## src/rtl/dmem_arbiter.sv

```systemverilog
// Two-port arbiter for the shared dmem port: registered round-robin ownership
// with bounded bursts, combinational request mux, one-cycle read return.
module dmem_arbiter #(
  parameter int ADDR_W    = 12,
  parameter int DATA_W    = 32,
  parameter int MAX_BURST = 4
) (
  input  logic              clock,
  input  logic              reset,
  input  logic              req0,
  input  logic              we0,
  input  logic [ADDR_W-1:0] addr0,
  input  logic [DATA_W-1:0] wdata0,
  output logic              gnt0,
  output logic              rvalid0,
  output logic [DATA_W-1:0] rdata0,
  input  logic              req1,
  input  logic              we1,
  input  logic [ADDR_W-1:0] addr1,
  input  logic [DATA_W-1:0] wdata1,
  output logic              gnt1,
  output logic              rvalid1,
  output logic [DATA_W-1:0] rdata1,
  output logic [ADDR_W-1:0] address_dmem,
  output logic [DATA_W-1:0] data,
  output logic              wren,
  input  logic [DATA_W-1:0] q_dmem
);

  localparam int CNT_W = $clog2(MAX_BURST) + 1;
  localparam logic [CNT_W-1:0] CNT_LAST = CNT_W'(MAX_BURST - 1);

  localparam logic [1:0] IDLE = 2'd0;
  localparam logic [1:0] OWN0 = 2'd1;
  localparam logic [1:0] OWN1 = 2'd2;

  logic [1:0]       state, state_nxt;
  logic             last_owner, last_owner_nxt;
  logic [CNT_W-1:0] burst_cnt, burst_cnt_nxt;
  logic             rd_pend0, rd_pend1;

  logic       own_req, oth_req;
  logic [1:0] oth_state;

  assign gnt0 = (state == OWN0) & req0;
  assign gnt1 = (state == OWN1) & req1;

  assign own_req   = (state == OWN1) ? req1 : req0;
  assign oth_req   = (state == OWN1) ? req0 : req1;
  assign oth_state = (state == OWN1) ? OWN0 : OWN1;

  always_comb begin
    // NOTE: every output of this block gets a default first, so no path can infer a latch.
    state_nxt      = state;
    last_owner_nxt = last_owner;
    burst_cnt_nxt  = burst_cnt;
    case (state)
      IDLE: begin
        burst_cnt_nxt = '0;
        if (req0 && req1) state_nxt = last_owner ? OWN0 : OWN1;
        else if (req0)    state_nxt = OWN0;
        else if (req1)    state_nxt = OWN1;
      end
      OWN0, OWN1: begin
        if (!own_req) begin
          state_nxt     = oth_req ? oth_state : IDLE;
          burst_cnt_nxt = '0;
        end else begin
          last_owner_nxt = (state == OWN1);
          // Saturated counter: hand over only if the other side is waiting.
          if (burst_cnt == CNT_LAST) begin
            if (oth_req) begin
              state_nxt     = oth_state;
              burst_cnt_nxt = '0;
            end
          end else begin
            burst_cnt_nxt = burst_cnt + CNT_W'(1);
          end
        end
      end
      default: begin
        state_nxt     = IDLE;
        burst_cnt_nxt = '0;
      end
    endcase
  end

  always_ff @(posedge clock) begin
    // NOTE: non-blocking assignments so every register samples pre-edge values.
    if (reset) begin
      state      <= IDLE;
      last_owner <= 1'b1;
      burst_cnt  <= '0;
      rd_pend0   <= 1'b0;
      rd_pend1   <= 1'b0;
    end else begin
      state      <= state_nxt;
      last_owner <= last_owner_nxt;
      burst_cnt  <= burst_cnt_nxt;
      rd_pend0   <= gnt0 & ~we0;
      rd_pend1   <= gnt1 & ~we1;
    end
  end

  always_comb begin
    address_dmem = '0;
    data         = '0;
    wren         = 1'b0;
    if (gnt0) begin
      address_dmem = addr0;
      data         = wdata0;
      wren         = we0;
    end else if (gnt1) begin
      address_dmem = addr1;
      data         = wdata1;
      wren         = we1;
    end
  end

  assign rvalid0 = rd_pend0;
  assign rvalid1 = rd_pend1;
  assign rdata0  = rd_pend0 ? q_dmem : '0;
  assign rdata1  = rd_pend1 ? q_dmem : '0;

endmodule

```

## config.mk

```make
export PLATFORM = sky130hd
export DESIGN_NAME = dmem_arbiter
export DESIGN_NICKNAME = d
export VERILOG_FILES = /design/src/rtl/dmem_arbiter.sv
export SDC_FILE = /design/constraint.sdc
export NUM_CORES = 1
export LEC_CHECK = 0
export CAP_MARGIN = 20
export CORE_AREA = 2 2 92 94
export DETAILED_ROUTE_END_ITERATION = 8
export DIE_AREA = 0 0 94 96
export PLACE_DENSITY_LB_ADDON = 0.25
export SLEW_MARGIN = 25
export SYNTH_ARGS = -nofsm -noshare
export SYNTH_HDL_FRONTEND = slang
export SYNTH_SLANG_ARGS = --single-unit
```

## constraint.sdc

```tcl
create_clock -name clock -period 4.1 [get_ports clock]
set_clock_uncertainty 0.05 [all_clocks]
set_input_delay 0.82 -clock clock [delete_from_list [all_inputs] [get_ports clock]]
set_output_delay 0.82 -clock clock [all_outputs]
set_load 0.02 [all_outputs]
```

; ---- Word-level counts from Yosys, hierarchy flattened
; Cells that the tools add are included.
[totals]
regBits = 8
latchBits = 0
ramBits = 0
romBits = 0
in_bits = 126
output_inout_bits = 113
wordCells = 49
mem_count = 0
[op_classes]
n_addsub = 1
mul = 0
n_div = 0
magnitude_cmp = 0
n_eq_ne = 7
shifts = 0
n_mux = 22
bitwise = 8
n_reduce_logical = 6
[op_table]
columns = cell, count
row1 = 32-bit 2-to-1 mux, 4
row2 = 12-bit 2-to-1 mux, 2
row3 = 2-bit 2-to-1 mux, 9
row4 = 3-bit 2-to-1 mux, 2
row5 = "3-bit inequality test, second input constant", 2
row6 = 1-bit bitwise AND, 4
row7 = 1-bit 2-to-1 mux, 4
row8 = "4-bit inequality test, second input constant", 1
row9 = 1-bit inverter, 4
row10 = 2-bit one-hot mux with 2 select lines, 1
row11 = "3-bit by 1-bit adder with 3-bit output, second input constant", 1
row12 = "3-bit by 2-bit == test with 1-bit output, second input constant", 1
row13 = 3-bit AND reduction, 1
row14 = 3-bit OR reduction, 1
row15 = "2-bit by 1-bit == test with 1-bit output, second input constant", 1
row16 = "2-bit == test, second input constant", 1
row17 = 2-bit logical NOT, 1
row18 = "2-bit inequality test, second input constant", 1
row19 = 2-bit AND reduction, 1
row20 = 2-bit OR reduction, 1
row21 = 1-bit logical AND, 1

; ---- Depth between registers and ports, before layout
; Gate-level depths: netlist of run 1.
[logic_depth]
word_depth = 6
ltp_mapped = 7
mapped_depth_nobuf = 7

; ---- Worst setup path before layout of run 1
; Ideal clock, no wire load.
[synth_path]
path_type = input port to output port
startpoint = input req0
endpoint = output address_dmem[0]
arrival_time_ps = 1696
t_required_ps = 3230
path_slack_ps = 1534
path_stages = 3
path_buffers = 1
path_cell_list = and2_1 > clkbuf_1 > a22o_1
[synth_via]
elab_chain_len = 2
[synth_rtl]
columns = element, line
row1 = start: declaration, 10  ; input logic req0,
row2 = 1-bit bitwise AND, 45  ; assign gnt0 = (state == OWN0) & req0;
row3 = via gnt0, 14  ; output logic gnt0,
row4 = 12-bit 2-to-1 mux, 109  ; if (gnt0) begin
row5 = end: declaration, 24  ; output logic [ADDR_W-1:0] address_dmem,
; The timed path passes the listed nets, and every way through them passes these cells.

; ---- Worst setup path in the final report of run 1
[layout_path]
startpoint = input req0
endpoint = output data[27]
[layout_via]
elab_chain_len = 2
[layout_rtl]
columns = element, line
row1 = 1-bit bitwise AND, 45
row2 = 32-bit 2-to-1 mux, 109
row3 = end: declaration, 25  ; output logic [DATA_W-1:0] data,
; No other way between the ends.

==> impl_metrics.toml, run 1 <==
[yosys]
synth.avg_cell_area_sq_um = 7.59
synth-edff-count = 0
yosysMostFrequentCell = "and2_1"
synth_nets = 310
synthTopCellsByArea = "and2_1 (31%), a22o_1 (29%), dfxtp_1 (12%), ha_1 (5.6%), buf_2 (3.0%)"
synth_cell_types = 31
netlist_top_cells_count = "and2_1 (66), a22o_1 (45), buf_2 (8), clkbuf_1 (8), dfxtp_1 (8)"
synth.top_cell.area_share = 0.306
ys_seq_area_frac = 0.119
netlist_area_sq_um = 1350
yosys.area.top_type = "and2_1"
synth-seq-cells = 8
synthCells = 178
yosysWarnings = 0
synthFlopType = "dfxtp_1"
synth_async_sr_flop_share = 0

[floorplan]
io_pins = 239
start_util = 0.168
dieArea_sq_um = 9020
die_x_um = 94
rows = 33
die_h_um = 96
core_sq_um = 8050

[drt]
drtIter0Drc = 45
vias_per_cell = 4.33
routed_wl_um = 8500
ant_nets = 0
wire_per_inst_um = 16.7
drc = 0
dr.pass1.iters = 4
dr_total_vias = 2207

[worst_hold_path]
hp-class = "reg2reg"
min_from = "last_owner"

[timing]
setup_viol = 0
max_freq_mhz = 264
tns_ns = 0
drv_slew = 0
min_period_over_period = 0.922
worst_pin_slew_ns = 0.912
rsz0062_at_grt = "no"
hold_viol = 0
max_slew_margin = 0.391
finalCriticalPeriod_ns = 3.78
layout_setup_ws_ns = 0.319

[setup_path]
end_kind = "primary output"
startpoint = "req0"
worstPathRequired_ns = 3.23
setup.worst_path.start_class = "input port"
path_max_fanout = 47
critPathKind = "in2out"
arrival_ns = 2.91
r2r_start = "state[0]"

[finish]
area_delta_synth_final_pct = 186
antenna-diode-count = 0
fin_nets = 539
drive_gt1_frac = 0.0222
fin_area_sq_um = 3860

[clock_network]
cts_htree_levels = 1
clock_latency_ns = 0.22
clockBufferDepth = 2
post_cts_resized = 0
cts_hold_buf = 0
cts_root_buffer = "clkbuf_8"
postCtsSetupBuffers = 0
cts.sinks = 8
cts_tree = "built"
cts_buffers = 3
clk_pin_slew_ns = 0.04

[grt]
track_usage = 0.161
grt_pass1_wl_um = 11200
grt_max_degree = 48
grt_antenna_before_repair = 0
overflow = 0
grt_pass1_vias = 1865

[run]
maxCapViolCount = 0

[outcome]
status = "completed"

[place]
post-place-ws_ns = 0.328
place.detailed.hpwl_um = 7270
port-buffer-count = 238
postPlaceCellArea_sq_um = 3820
place_congestion = 0.811

[pwr]
ir_drop_mv = 0.268
power_density_nw_per_um2 = 273
p_leak_nw = 1.46
## cell families after synthesis
group,count (synthesis),synth area share
simple gates,84,0.383
fa+ha+maj,6,0.0556
flops,8,0.119
mux,1,0.00741
buf+inv,20,0.0630
compound gates,59,0.372
## worst max-delay path, stage by stage
cell and delay (ns):
clkdlybuf4s50_1 0.57, and2_1 0.19, buf_4 0.42, a22o_1 0.22, clkdlybuf4s50_1 0.66
## report_power, final
| group | switching [mW] | internal, mW | leakage [nW] |
|---|---|---|---|
| clock | 0.0271 | 0.0632 | 0.0216 |
| combinational | 0.396 | 0.451 | 1.37 |
| sequential | 0.0219 | 0.0948 | 0.0651 |
| total | 0.445 | 0.609 | 1.46 |
## flip-flops by register name, indices dropped and copies added, names as in the netlist
| name | cells |
|---|---|
| burst_cnt | 3 |
| last_owner | 1 |
| rvalid0 | 1 |
| rvalid1 | 1 |
| state | 2 |
## per-stage QoR
step	hold slack [ns]	utilization	total power, mW	cells
6_report	0.420	0.480	1.05	510
5_1_grt	0.433	0.480	1.12	510
4_1_cts	0.427	0.480	1.06	510
3_5_place_dp	0.417	0.475	0.967	507
3_3_place_gp	0.409	0.475	0.961	507
2_1_floorplan	0.376	-	0.549	178
## area by class of cell
type	instances	area, sq um
flip-flops and latches	8	160
fillers	810	4190
multi-input cells	150	1110
repair buffers	240	2410
inverters	4	15.0
well taps	105	131
clock buffers	3	41.3
## placed cells by master, fill, tap and decap left out, types with 2 or more instances in the layout
cell	instances
clkdlybuf4s50_1	238
and2_1	66
a22o_1	45
dfxtp_1	8
ha_1	6
nor3_1	4
inv_1	3
nor2b_1	3
nand2b_1	3
clkbuf_8	3
nor2_1	2
a21oi_1	2
o21ai_0	2
## metal layers
| metal | track usage | share of wire | routed length (um) |
|---|---|---|---|
| met1 | 0.205 | 0.41 | 3470 |
| met2 | 0.281 | 0.51 | 4330 |
| met3 | 0.0446 | 0.078 | 662 |
| met4 | 0.0181 | 0.0039 | 33 |
| met5 | 0 | 0 | 0 |
## path summary, 6_finish.rpt
check                to  slack (ns)  cells past startpoint
min          last_owner        0.42                      1
max            data[27]        0.32                      5
max reg2reg    state[0]        2.27                      7
min reg2reg  last_owner        0.42                      1
(Power assumes the default switching activity.)
==> run 2: changes to the inputs <==
- GPL_ROUTABILITY_DRIVEN: not set -> 1
==> results of run 2 <==
The final DEF is identical to that of run 1; final timing and power are the same.
==> run 3: changes to the inputs <==
- HOLD_SLACK_MARGIN: not set -> 0.08
==> results of run 3 <==
The final DEF is identical to that of run 1; final timing and power are the same.
